## config.mk

```make
export PLATFORM = sky130hd
export DESIGN_NAME = spi_slave_if
export DESIGN_NICKNAME = d
export VERILOG_FILES = /design/src/rtl/spi_slave_if.sv
export SDC_FILE = /design/constraint.sdc
export NUM_CORES = 1
export LEC_CHECK = 0
export ABC_CLOCK_PERIOD_IN_PS = 1900
export CORE_AREA = 2 2 70 72
export CTS_CLUSTER_SIZE = 16
export DETAILED_ROUTE_END_ITERATION = 10
export DIE_AREA = 0 0 72 74
export DONT_BUFFER_PORTS = 1
export MAX_ROUTING_LAYER = met4
export PLACE_DENSITY = 0.63
export REMOVE_ABC_BUFFERS = 1
export SLEW_MARGIN = 10
export SYNTH_ARGS = -nofsm -noshare
export SYNTH_HDL_FRONTEND = slang
export SYNTH_SLANG_ARGS = --single-unit
```

## constraint.sdc

```tcl
create_clock -name clk -period 1.9 [get_ports clk]
set_input_delay 0.38 -clock clk [delete_from_list [all_inputs] [get_ports clk]]
set_output_delay 0.38 -clock clk [all_outputs]
set_load 0.01 [all_outputs]
```

## src/rtl/spi_slave_if.sv

```systemverilog
// SPI slave front end for the single-port RAM. It deserialises 10-bit command
// frames onto rx_data/rx_valid and serialises read-data bytes back onto MISO.
module spi_slave_if #(
  parameter int FRAME_BITS = 10,
  parameter int TX_BITS    = 8
) (
  input  logic                  clk,
  input  logic                  rst,
  input  logic                  SS_n,
  input  logic                  MOSI,
  output logic                  MISO,
  output logic [FRAME_BITS-1:0] rx_data,
  output logic                  rx_valid,
  input  logic [TX_BITS-1:0]    tx_data,
  input  logic                  tx_valid
);

  localparam int CW  = $clog2(FRAME_BITS);
  localparam int TCW = $clog2(TX_BITS);

  localparam logic [2:0] IDLE      = 3'd0;
  localparam logic [2:0] CHK_CMD   = 3'd1;
  localparam logic [2:0] WRITE     = 3'd2;
  localparam logic [2:0] READ_ADD  = 3'd3;
  localparam logic [2:0] READ_DATA = 3'd4;

  logic [2:0]            state;
  logic [CW-1:0]         bit_cnt;
  logic [FRAME_BITS-2:0] rx_shift;
  logic [TX_BITS-2:0]    tx_shift;
  logic [TCW-1:0]        tx_cnt;
  logic                  addr_received;
  logic                  frame_done;
  logic                  tx_busy;
  logic                  tx_sent;

  // rx_shift holds frame bits [9:1]; bit 0 is taken straight from MOSI on the
  // completing edge. tx_shift holds only the bits still to go after MISO.
  always_ff @(posedge clk or posedge rst) begin
    if (rst) begin
      state         <= IDLE;
      bit_cnt       <= '0;
      rx_shift      <= '0;
      tx_shift      <= '0;
      tx_cnt        <= '0;
      addr_received <= 1'b0;
      frame_done    <= 1'b0;
      tx_busy       <= 1'b0;
      tx_sent       <= 1'b0;
      MISO          <= 1'b0;
      rx_data       <= '0;
      rx_valid      <= 1'b0;
    end else begin
      rx_valid <= 1'b0;
      if (state != IDLE && SS_n) begin
        state      <= IDLE;
        bit_cnt    <= '0;
        tx_shift   <= '0;
        tx_cnt     <= '0;
        frame_done <= 1'b0;
        tx_busy    <= 1'b0;
        tx_sent    <= 1'b0;
        MISO       <= 1'b0;
        // last bit of the byte already on MISO: the read counts as done
        if (tx_busy && tx_cnt == '0)
          addr_received <= 1'b0;
      end else begin
        case (state)
          IDLE: begin
            if (!SS_n)
              state <= CHK_CMD;
          end
          CHK_CMD: begin
            rx_shift <= {{(FRAME_BITS-2){1'b0}}, MOSI};
            bit_cnt  <= CW'(FRAME_BITS - 2);
            if (!MOSI)
              state <= WRITE;
            else if (addr_received)
              state <= READ_DATA;
            else
              state <= READ_ADD;
          end
          WRITE, READ_ADD, READ_DATA: begin
            if (!frame_done) begin
              rx_shift <= {rx_shift[FRAME_BITS-3:0], MOSI};
              if (bit_cnt == '0) begin
                rx_data    <= {rx_shift, MOSI};
                rx_valid   <= 1'b1;
                frame_done <= 1'b1;
                if (state == READ_ADD)
                  addr_received <= 1'b1;
              end else begin
                bit_cnt <= bit_cnt - 1'b1;
              end
            end else if (state == READ_DATA) begin
              if (tx_busy) begin
                if (tx_cnt != '0) begin
                  MISO     <= tx_shift[TX_BITS-2];
                  tx_shift <= {tx_shift[TX_BITS-3:0], 1'b0};
                  tx_cnt   <= tx_cnt - 1'b1;
                end else begin
                  MISO          <= 1'b0;
                  tx_shift      <= '0;
                  tx_busy       <= 1'b0;
                  tx_sent       <= 1'b1;
                  addr_received <= 1'b0;
                end
              end else if (!tx_sent && tx_valid) begin
                tx_shift <= tx_data[TX_BITS-2:0];
                MISO     <= tx_data[TX_BITS-1];
                tx_cnt   <= TCW'(TX_BITS - 1);
                tx_busy  <= 1'b1;
              end
            end
          end
          default: state <= IDLE;
        endcase
      end
    end
  end

endmodule

```

After elaboration in Yosys (flattened, before gate mapping)
Index checks and enable logic that the tools add are counted.
W data, S select, Z words.
{"block": "totals", "register_bits": 42, "in_bits": 13, "elab_cells": 120}
{"block": "classes", "addsub": 2, "n_eq_ne": 15, "muxes": 61, "n_bitwise": 2, "n_reduce_logical": 28}
{"op": "$mux W7", "n": 7}
{"op": "$mux W1", "n": 36}
{"op": "$mux W3", "n": 11}
{"op": "$pmux W9 S2", "n": 1}
{"op": "$reduce_bool A3 Y1", "n": 6}
{"op": "$mux W4", "n": 3}
{"op": "$ne A3 B3 Y1 const B", "n": 4}
{"op": "$reduce_and A5 Y1", "n": 2}
{"op": "$reduce_bool A2 Y1", "n": 5}
{"op": "$mux W9", "n": 1}
{"op": "$ne A3 B1 Y1 const B", "n": 3}
{"op": "$pmux W3 S3", "n": 1}
{"op": "$reduce_and A3 Y1", "n": 3}
{"op": "$pmux W4 S2", "n": 1}
{"op": "$reduce_and A4 Y1", "n": 2}
{"op": "$reduce_and A7 Y1", "n": 1}
{"op": "$eq A3 B2 Y1 const B", "n": 2}
{"op": "$logic_not A3 Y1", "n": 2}
{"op": "$ne A2 B2 Y1 const B", "n": 3}
{"op": "$logic_not A4 Y1", "n": 1}
{"op": "$sub A4 B1 Y4 const B", "n": 1}
{"op": "$eq A3 B1 Y1 const B", "n": 1}
{"op": "$eq A3 B3 Y1 const B", "n": 1}
{"op": "$logic_and A1 B1 Y1", "n": 3}
{"op": "6 further kinds", "n": 7}

Logic depth before layout (Yosys ltp)
{"block": "logic_depth", "word_depth": 8, "mapped_depth": 7}

Worst setup path before layout
OpenSTA, ideal clock, no wires.
{"block": "synth_timing", "path_type": "register to register", "from": "register bit_cnt[0]", "to": "register rx_data[0]", "setup_time_ns": 0.125, "arrival_ns": 1.612, "required_ns": 1.775, "path_slack_ns": 0.162, "path_stages_with_launch": 8, "path_buffers": 1, "period_less_slack_ns": 1.738, "path_cell_list": "dfrtp_1 > inv_1 > ha_1 > nor3b_2 > nor2b_1 > nand3_2 > buf_6 > mux2_4"}
{"block": "synth_via", "elab_chain_len": 2}
{"element": "from (decl)", "line": "28", "source": "logic [CW-1:0] bit_cnt;"}
{"element": "from (signal assigned)", "line": "75", "source": "bit_cnt <= CW'(FRAME_BITS - 2);"}
{"element": "from (signal assigned)", "line": "93", "source": "bit_cnt <= bit_cnt - 1'b1;"}
{"element": "$logic_not A4 Y1", "line": "86", "source": "if (bit_cnt == '0) begin"}
{"element": "$reduce_and A4 Y1 (no line)"}
{"element": "to (signal assigned)", "line": "87", "source": "rx_data <= {rx_shift, MOSI};"}
{"element": "to (decl)", "line": "12", "source": "output logic [FRAME_BITS-1:0] rx_data,"}
Every way passes these cells.
A chain may end at the register's enable or synchronous reset.

Worst setup path in the final report
{"block": "layout_timing", "from": "register bit_cnt[0]", "to": "register rx_data[2]"}
Same word-level chain as after synthesis.

==> impl_metrics.yaml <==
synth:
  synthTopCellsByArea: "dfrtp_1, mux2_4, nand2_1"
  synth_xor_area_frac: 0
  synth_mux_area_frac: 0.1361
  syn_inst: 205
  synth-edff-count: 0
  yosys_warnings: 0
  synth_flop_cell: "dfrtp_1"
  yosysSeqAreaShare: 0.4784
  yosys.cell_types.count: 41
  yosysMostFrequentCell: "dfrtp_1"
  async_reset_ff_frac: 1.000
  synth_largest_area_cell: "dfrtp_1"
  synthTopCellsByCount: "dfrtp_1, nand2_1, mux2_4"
  ys_ff_latch: 42
  synth_adder_area_share: 0.01708
  synth-compound-area-share: 0.1464
  netlist.area_leader.share: 0.4784
  avgSynthCellArea_um2: 10.72
  synth-simple-area-share: 0.1617
  synth_top_family_by_area: "simple AND/OR/NAND/NOR gates"
  syn-cell-area_um2: 2197
die:
  io_pins: 25
  dieArea_um2: 5328
  core_um2: 4598
  start_util: 0.4778
  fp.dieW_um: 72
  die_h_um: 74
  num_rows: 25
setup_path:
  path_max_fanout: 11
  r2r_end: "rx_data[2]"
  worstRegToRegCells: 6
  path_class: "reg -> reg"
  regToRegSetupSlack_ps: 150
  cp.required_ps: 2070
  crit_path_start_kind: "flip-flop"
  cp.arrival_ps: 1920
  cp-startpoint: "bit_cnt[0]"
  cp-end-kind: "flip-flop"
  r2r_start: "bit_cnt[0]"
  endpoint: "rx_data[2]"
global_route:
  antenna_found_initial: 0
  grt_max_degree: 43
  grt_use_total: 0.1767
  grt_pass1_vias: 1479
  gr-total-overflow: 0
  grt_pass1_wl_mm: 7.127
sta:
  fin_crit_ps: 1748
  setup-tns-final_ps: 0
  fmax_ghz: 0.5720
  final-setup-viol-count: 0
  setup_ws_ps: 151.6
  grt_setup_unrepaired: "no"
  final_hold_viol_count: 0
  slew_headroom: 0.6453
  drv_slew: 0
  holdWs_ps: 98.29
  timing.final.crit_share: 0.9202
  fin_skew_ps: 8.730
  tightest_slew_ps: 532.0
cts:
  clk_pin_slew_ps: 80
  clock_sinks: 42
  root_buffer: "clkbuf_8"
  cts_setup_buffers: 0
  cts_tree: "yes"
  clk_latency_ps: 290
  clock_path_buffers: 2
  htreeDepth: 2
  cts_buffers: 5
placement:
  io_buffers: 0
  globalplace.congestion: 0.7748
  dp_slack_ps: -61.11
  dp_hpwl_mm: 2.977
pwr:
  power_w: 0.003279
  powerDensity_nw_per_um2: 1374
  switchingPower_w: 0.001221
  switching_share: 0.3723
  ir_drop_uv: 740.4
  power.internal_w: 0.002059
  pwr-share-comb: 0.399
  power_frac_seq: 0.419
  p_leak_nw: 1.108
  power.share.clock: 0.182
cells_and_area:
  areaGrowthSynthToFinish_pct: 8.656
  fin_nets: 228
  drive_gt1_frac: 0.2441
  antenna_cells: 0
route:
  drc_errors: 0
  drtPass1Iterations: 4
  drt_iter0_drc: 107
  wl_per_cell_um: 15.53
  ant_nets: 0
  num_vias: 1492
  avgViaCountPerCell: 5.588
  drt-total-wl_mm: 4.146
job:
  maxCapViolCount: 0
hold_path:
  hp-class: "in -> async"
outcome:
  outcome: "complete, no violations"
-- routing by layer --
| layer | GRT usage | vias to the layer above | wire (µm) |
|---|---|---|---|
| li1 | - | 728 | - |
| met1 | 0.2132 | 730 | 1899 |
| met2 | 0.3066 | 29 | 2070 |
| met3 | 0.03252 | 5 | 142 |
| met4 | 0.04822 | 0 | 34 |
| met5 | - | - | 0 |
-- worst min path at each step --
stage,end,start
after global placement,MISO,rst
after global routing,state[1],SS_n
after CTS,rx_shift[7],rst
after detailed placement,MISO,rst
final,tx_shift[5],rst
after floorplan,state[1],SS_n
-- metrics by stage --
| stage | cells | instance area, µm² | utilization |
|---|---|---|---|
| 4_1_cts | 267 | 2385 | 0.5186 |
| 5_1_grt | 267 | 2387 | 0.5192 |
| 2_1_floorplan | 191 | 2098 | - |
| 6_report | 267 | 2387 | 0.5192 |
| 3_5_place_dp | 259 | 2283 | 0.4966 |
| 3_3_place_gp | 259 | 2283 | 0.4966 |
-- registers in the layout, indices dropped and copies added, names as in the netlist --
| signal | flops |
|---|---|
| addr_received | 1 |
| rx_shift | 9 |
| frame_done | 1 |
| tx_sent | 1 |
| tx_busy | 1 |
| rx_data | 10 |
| rx_valid | 1 |
| tx_shift | 7 |
| bit_cnt | 4 |
| state | 3 |
| MISO | 1 |
| tx_cnt | 3 |
-- placed cells by master, fill, tap and decap left out, types with 2 or more instances in the layout --
cell type,count
buf_4,13
nand2_1,30
dfrtp_1,42
nand2b_1,2
a21oi_1,15
clkbuf_8,5
inv_1,9
o31ai_1,2
nor2b_1,5
mux2_2,2
a41oi_1,2
nand3_1,7
ha_1,3
mux2_4,17
nor2_1,8
a31o_2,2
nand4_1,2
o21ai_1,3
nor3b_2,3
nor3_1,5
a31oi_1,4
o21ai_0,8
o2bb2ai_1,3
-- critical path: stages (launching register included) --
cell     delay, ps
dfrtp_1        420
inv_1           70
ha_1           160
nor3b_2        180
nor2b_2        240
nand3_4        220
mux2_4         350
-- area by class of cell --
class	instances	area, µm²
clock inverters	3	25.02
multi-input cells	140	1023
clock buffers	5	68.82
repair buffers	14	117.6
flip-flops and latches	42	1051
inverters	9	33.78
fillers	426	2211
well taps	54	67.56
-- logic make-up after synthesis --
family / Yosys count
AO/OA/AOI/OAI: 46
adder cells (fa/ha/maj): 3
AND/OR/NAND/NOR: 70
buffers and inverters: 23
flip-flops: 42
multiplexers: 21
-- power by group through the flow --
stage	Sequential, W	Combinational [W]	Clock (W)
3_3_place_gp	0.00137	0.00124	0
3_5_place_dp	0.00138	0.00131	0
6_report	0.00137	0.00131	0.000597
5_1_grt	0.00140	0.00144	0.000645
4_1_cts	0.00137	0.00132	0.000612
2_1_floorplan	0.00135	0.000923	0
-- repair_timing --
item,CTS,global route
pin swaps,0,0
setup endpoints to repair,10,10
resized for setup,1,1
hold endpoints to repair,0,0
hold buffers,0,0
No activity file was read; power rests on OpenSTA's default activity.
